--- config.mk ---
export PLATFORM = sky130hd
export DESIGN_NAME = hc595_driver
export DESIGN_NICKNAME = d
export VERILOG_FILES = /design/src/rtl/hc595_driver.sv
export SDC_FILE = /design/constraint.sdc
export NUM_CORES = 1
export LEC_CHECK = 0
export ABC_AREA = 0
export BUFFER_PORTS_ARGS = -buffer_cell sky130_fd_sc_hd__buf_2
export CAP_MARGIN = 25
export CORE_ASPECT_RATIO = 0.75
export CORE_UTILIZATION = 30
export DETAILED_ROUTE_END_ITERATION = 8
export GPL_ROUTABILITY_DRIVEN = 0
export GPL_TIMING_DRIVEN = 1
export SLEW_MARGIN = 15
export SYNTH_ARGS = -nofsm -noshare
export SYNTH_HDL_FRONTEND = slang
export SYNTH_SLANG_ARGS = --single-unit
--- constraint.sdc ---
create_clock -name sys_clk -period 2.9 [get_ports sys_clk]
set_clock_uncertainty 0.2 [all_clocks]
set_input_delay 0.725 -clock sys_clk [delete_from_list [all_inputs] [get_ports sys_clk]]
set_output_delay 0.725 -clock sys_clk [all_outputs]
set_load 0.1 [all_outputs]
--- src/rtl/hc595_driver.sv ---
// Serialises a {seg, sel} frame into a 74HC595 pair: 14 bits MSB-first on ds/shcp, then an stcp latch pulse.
// Optional macro HC595_OE_BLANK_EN blanks the display (oe=1) during every storage update.
module hc595_driver #(
  parameter logic [7:0] SHCP_HALF = 8'd2
) (
  input  logic       sys_clk,
  input  logic       sys_rst_n,
  input  logic [5:0] sel,
  input  logic [7:0] seg,
  input  logic       load,
  output logic       busy,
  output logic       done,
  output logic       shcp,
  output logic       stcp,
  output logic       ds,
  output logic       oe
);

  localparam int unsigned FRAME_W     = 14;
  localparam logic [3:0]  LAST_BIT    = 4'd13;
  localparam logic [7:0]  HALF_RELOAD = SHCP_HALF - 8'd1;

  typedef enum logic [1:0] {
    IDLE  = 2'd0,
    SHIFT = 2'd1,
    LATCH = 2'd2
  } state_e;

  state_e               state_q, state_d;
  logic [7:0]           hcnt_q, hcnt_d;
  logic [3:0]           bcnt_q, bcnt_d;
  logic [FRAME_W-1:0]   frame_q, frame_d;
  logic                 busy_q, busy_d;
  logic                 done_q, done_d;
  logic                 shcp_q, shcp_d;
  logic                 stcp_q, stcp_d;
  logic                 ds_q, ds_d;
  logic                 oe_q, oe_d;

  // Next-state and next-output computation; every output below is registered.
  always_comb begin
    state_d = state_q;
    hcnt_d  = hcnt_q;
    bcnt_d  = bcnt_q;
    frame_d = frame_q;
    busy_d  = busy_q;
    done_d  = 1'b0;
    shcp_d  = shcp_q;
    stcp_d  = stcp_q;
    ds_d    = ds_q;
    oe_d    = oe_q;

    case (state_q)
      IDLE: begin
        shcp_d = 1'b0;
        stcp_d = 1'b0;
        busy_d = 1'b0;
        if (load) begin
          frame_d = {seg, sel};
          ds_d    = seg[7];
          hcnt_d  = HALF_RELOAD;
          bcnt_d  = 4'd0;
          busy_d  = 1'b1;
          state_d = SHIFT;
        end
      end

      SHIFT: begin
        if (hcnt_q != 8'd0) begin
          hcnt_d = hcnt_q - 8'd1;
        end else begin
          hcnt_d = HALF_RELOAD;
          if (!shcp_q) begin
            shcp_d = 1'b1;
          end else begin
            // End of a bit slot: shcp falls and ds advances in the same cycle.
            shcp_d = 1'b0;
            if (bcnt_q == LAST_BIT) begin
              bcnt_d  = 4'd0;
              stcp_d  = 1'b1;
              state_d = LATCH;
`ifdef HC595_OE_BLANK_EN
              oe_d    = 1'b1;
`else
              oe_d    = 1'b0;
`endif
            end else begin
              bcnt_d = bcnt_q + 4'd1;
              ds_d   = frame_q[4'd12 - bcnt_q];
            end
          end
        end
      end

      LATCH: begin
        if (hcnt_q != 8'd0) begin
          hcnt_d = hcnt_q - 8'd1;
        end else begin
          hcnt_d  = 8'd0;
          stcp_d  = 1'b0;
          busy_d  = 1'b0;
          done_d  = 1'b1;
          state_d = IDLE;
`ifdef HC595_OE_BLANK_EN
          oe_d    = 1'b0;
`endif
        end
      end

      default: begin
        state_d = IDLE;
        shcp_d  = 1'b0;
        stcp_d  = 1'b0;
        busy_d  = 1'b0;
      end
    endcase
  end

  always_ff @(posedge sys_clk or negedge sys_rst_n) begin
    if (!sys_rst_n) begin
      state_q <= IDLE;
      hcnt_q  <= 8'd0;
      bcnt_q  <= 4'd0;
      frame_q <= '0;
      busy_q  <= 1'b0;
      done_q  <= 1'b0;
      shcp_q  <= 1'b0;
      stcp_q  <= 1'b0;
      ds_q    <= 1'b0;
      oe_q    <= 1'b1;
    end else begin
      state_q <= state_d;
      hcnt_q  <= hcnt_d;
      bcnt_q  <= bcnt_d;
      frame_q <= frame_d;
      busy_q  <= busy_d;
      done_q  <= done_d;
      shcp_q  <= shcp_d;
      stcp_q  <= stcp_d;
      ds_q    <= ds_d;
      oe_q    <= oe_d;
    end
  end

  assign busy = busy_q;
  assign done = done_q;
  assign shcp = shcp_q;
  assign stcp = stcp_q;
  assign ds   = ds_q;
  assign oe   = oe_q;

endmodule

; Yosys cells after proc, flatten, opt, wreduce, memory -nomap -nowiden
; Cells that the tools add are included.
[word_totals]
output_inout_bits = 6
reg_bits = 34
wordCells = 73
in_bits = 17
[classes]
addsub = 3
bitwise = 3
eq_ne = 9
reduce_logical = 13
n_lt_le_gt_ge = 1
mux = 34
[ops]
columns = op, n
row1 = 2-to-1 mux 8 bit, 3
row2 = case mux 8 bit (3 select lines), 1
row3 = 2-to-1 mux 4 bit, 4
row4 = 2-to-1 mux 1 bit, 14
row5 = inequality test 2 bit (second input constant), 6
row6 = AND reduction 4 bit, 3
row7 = 2-to-1 mux 2 bit, 5
row8 = AND reduction 5 bit, 2
row9 = case mux 4 bit (2 select lines), 1
row10 = AND reduction 2 bit, 4
row11 = nonzero test 8 bit, 1
row12 = subtractor 8 x 1 -> 8 bit (second input constant), 1
row13 = case mux 1 bit (2 select lines), 3
row14 = case mux 2 bit (3 select lines), 1
row15 = less-than comparator 4 x 5 -> 1 bit (second input constant), 1
row16 = adder 4 x 1 -> 4 bit (second input constant), 1
row17 = binary-select mux 1 bit (select 4 bit), 1
row18 = == test 4 bit (second input constant), 1
row19 = subtractor 4 bit (first input constant), 1
row20 = NOT 1 bit, 3
row21 = case mux 1 bit (3 select lines), 1
row22 = nonzero test 3 bit, 1
row23 = == test 2 x 1 -> 1 bit (second input constant), 1
row24 = == test 2 bit (second input constant), 1
row25 = 2 further kinds, 2

; Longest topological paths before layout
[logic_depth]
ltp_word = 7
depth_mapped = 8
mapped_depth_nobuf = 7

; Worst setup path after synthesis
; Ideal clock, no wire load.
[synth_path]
kind = register -> register
from = register shcp_q, in the netlist shcp
to = register ds_q, in the netlist ds
arrival_ns = 1.921
path_slack_ns = 0.697
path_stages_with_launch = 6
setup_ns = 0.082
synth_period_minus_slack_ns = 2.203
required_time_ns = 2.618
path_buffers = 0
cell_sequence = dfrtp_1 > nand2_1 > nand4bb_1 > o21ai_0 > nor2_1 > a31oi_1
[synth_between]
elab_chain_cells = 2
[synth_lines]
columns = item, line_no
row1 = start: declaration, 35  ; logic shcp_q, shcp_d;
row2 = start signal: assignment, 138  ; shcp_q <= shcp_d;
row3 = inequality test 2 bit (no line), -
row4 = AND reduction 5 bit (no line), -
row5 = end signal: assignment, 140  ; ds_q <= ds_d;
row6 = end: declaration, 37  ; logic ds_q, ds_d;
; Every way passes these cells.
; A chain may end at the register's enable or synchronous reset.

; Final worst setup path
[layout_path]
from = register bcnt_q[0]
to = register ds_q, in the netlist ds
[layout_between]
elab_chain_cells = 7
elab_cells_between_ends = 10
cone_classes = add/sub (1) / eq/ne (2) / mux (6) / reduce/logical (1)
[layout_lines]
columns = item, line_no
row1 = start: declaration, 31  ; logic [3:0] bcnt_q, bcnt_d;
row2 = start signal: assignment, 134  ; bcnt_q <= bcnt_d;
row3 = subtractor 4 bit, 89  ; ds_d = frame_q[4'd12 - bcnt_q];
row4 = binary-select mux 1 bit (select 4 bit), 89
row5 = 2-to-1 mux 1 bit (not written as such), 89
row6 = 2-to-1 mux 1 bit, 78  ; if (bcnt_q == LAST_BIT) begin
row7 = 2-to-1 mux 1 bit, 73  ; if (!shcp_q) begin
row8 = 2-to-1 mux 1 bit, 69  ; if (hcnt_q != 8'd0) begin
row9 = case mux 1 bit (2 select lines), 53  ; case (state_q)
; Several ways; a longest one is shown, not always the timed one. The select of a mux whose other input is x is not followed.

==> run summary <==
Status - finished clean
Post-DP Area - 0.002023 mm^2
Crit Path Category - reg -> reg
Final min period - 2.313 ns
Antenna-violating nets left - 0
RSZ-0062 raised after global routing - no
Nets - 213
Vias per std cell - 4.809
TritonCTS Buffers - 5
Post-Synth Simple-Gate Area - 14.21%
Io pins - 23
Synth area leaders - dfrtp_1 45%, mux2_2 11%, ha_1 5.4%
Port buffer count - 22
Placed cells - 259
Top routing layer in use - met4
Total track usage - 12.44%
Die H - 69.83 um
Adder-cell share of the synthesized area - 5.438%
Min-Delay Startpoint - oe
Row cnt - 24
DIE AREA - 0.006455 mm^2
Setup TNS - 0 ns
Worst Path Buf+Inv - 1
Post-CTS Hold Buffers - 0
Clk buf depth - 2
Syn Inst Count - 163
Worst r2r src - bcnt_q[0]
DRT Wirelength - 3513 um
WL met2 - 1529 um
Worst path required time - 2.86 ns
Initial DRC count - 57
Max FO, Critical Path - 10
Pwr dens - 1019 mW/mm^2
Post-synthesis mux area share - 14.96%
Vias in the first global route - 1296
Largest net degree at the start of global routing - 35
Finished Cell Area - 0.002140 mm^2
Worst slew margin - 50.92%
Post-DP HPWL - 2554 um
Clk sink count - 34
Crit path cell chain - inv_1 -> ha_1 -> mux4_1 -> mux2_2 -> o221ai_1 -> a31oi_1
Yosys top cell area share - 44.87%
Sequential area share after synthesis - 46.30%
Avg Inst Size Synth - 11.29 um^2
Drt drc - 0
CTS tree - done
CP endpoint - ds
DR WL/cell - 13.16 um
Slowest CP cell - dfrtp_1
Via count - 1284
Clk_lat worst skew - 0.29 ns
Largest family of logic cells by synthesized area - multiplexers
Peak supply drop - 0.4545 mV
Setup Fix Bufs, Post-CTS - 0
Starting Density - 31.43%
First-pass iteration count of the detailed router - 4
Grt ovf - 0
Post-synth ARST share - 100.0%
Hold Path Class - reg -> reg
Synth Area in Compound Gates - 11.35%
Global-route wire length before repair - 6210 um
Layout cell share with drive strength beyond 1 - 29.10%
Area grow syn2layout - 16.25%
Critical path depth - 6
Arr. time, crit path - 2.27 ns
Die W - 92.45 um
Filler-free cell count of the finished design - 267
Max-cap violations - 0
CP startpoint - bcnt_q[0]
Yosys cell types - 41
Critical Path End Type - flip-flop
Pins Over Slew Limit - 0
Worst Tran Pin Value - 0.7362 ns
Area leader, netlist - dfrtp_1
Largest delay share family, worst path - flip-flops
Warnings from Yosys - 0
Nature of the critical path startpoint - flip-flop
Sequential Area - 852.1 um^2
Clk root buf - clkbuf_8
Worst-case reg-to-reg path depth - 6
Core area - 0.005856 mm^2
Max incr delay on CP - 0.59 ns
Met1 wire length - 1775 um
Worst-path clk slew - 0.07 ns
Resize count post-CTS - 0
Syn_nets - 188
Fill cells - 583
Top post-synthesis cells by count - 33 x dfrtp_1, 18 x mux2_2, 11 x inv_1, 11 x nor2_1
Highest Clock Rate - 0.4323 GHz
H-tree depth - 2
Post-Synth XOR/XNOR Area - 3.331%
Fin. Hold Viols - 0
Initial antenna violation count - 0
N_diodes - 0
Ys flop type - dfrtp_1
Dominant cell by count in the synthesized netlist - dfrtp_1
WL met3 - 128 um
Post-synth EDFFs - 0
Setup slack, reg-to-reg - 0.59 ns
Reg2Reg Capture Point - ds
Synth Register Bits - 34
Multi-input gate area - 907.1 um^2
Post-Syn Area - 0.001841 mm^2
Setup-failing EPs final - 0
Final period utilization - 79.77%
Leakage - 0.0009615 uW
-- flip-flops by register name, indices dropped and copies added (netlist names) --
register / flops
bcnt_q: 4
busy: 1
done: 1
ds: 1
frame_q: 14
hcnt_q: 8
oe: 1
shcp: 1
state_q: 2
stcp: 1
-- per-layer routing --
metal,track usage (%),up-vias
li1,-,633
met1,17.10,625
met2,17.37,21
met3,3.399,5
met4,7.292,0
met5,0,-
-- layout make-up --
class                   instances  share of cell area (%)
clock buffers                   7                   4.035
clock inverters                 1                   1.404
multi-input cells             112                   42.40
repair buffers                 24                   5.848
well taps                      78                   4.561
flip-flops and latches         34                   39.82
inverters                      11                   1.930
-- worst reg2reg max path: stages, from the launching register on --
cell and delay, ns:
dfrtp_1 0.59, inv_1 0.14, ha_1 0.41, mux4_1 0.29, mux2_2 0.28, o221ai_1 0.17, a31oi_1 0.11
-- kinds of logic after synthesis --
family,Yosys count
flops,34
xor+xnor,7
fa+ha+maj,8
buf+inv,17
simple gates,44
mux,22
compound gates,31
-- worst min-delay path by stage --
stage           endpoint  depth (start not counted)
2_1_floorplan  bcnt_q[0]                          0
3_3_place_gp          oe                          1
3_5_place_dp          oe                          1
4_1_cts               oe                          1
5_1_grt               oe                          1
6_report              oe                          1
-- stage by stage --
step	hold slack (ns)	util, %	worst slack, ns	power [uW]
final	0.2712	36.54	0.5866	2179
after global routing	0.2893	36.54	0.4594	2344
after CTS	0.2766	36.54	0.5825	2198
after detailed placement	0.2662	34.55	0.5935	1740
after global placement	0.2666	34.55	0.6736	1721
after floorplan	0.2294	-	0.6971	1557
-- report_power, final --
group,switching [uW],leakage (uW),internal (uW)
Combinational,541,0.000477,411
Sequential,130,0.000426,646
Clock,173,0.0000585,280
-- cell usage in the layout, fill, tap and decap left out, drive strengths merged, types with 3 or more instances in the layout --
cell | netlist | layout
dfrtp | 33 | 33
buf | 3 | 24
mux2 | 18 | 18
inv | 11 | 11
nor2 | 11 | 11
nand2 | 9 | 9
o21ai | 8 | 8
ha | 8 | 8
a21oi | 7 | 7
clkbuf | 3 | 7
nand3 | 5 | 5
and3 | 4 | 4
nand2b | 4 | 4
xor2 | 4 | 4
nor4 | 4 | 4
o31ai | 3 | 3
xnor2 | 3 | 3
No activity file was read; power rests on OpenSTA's default activity.
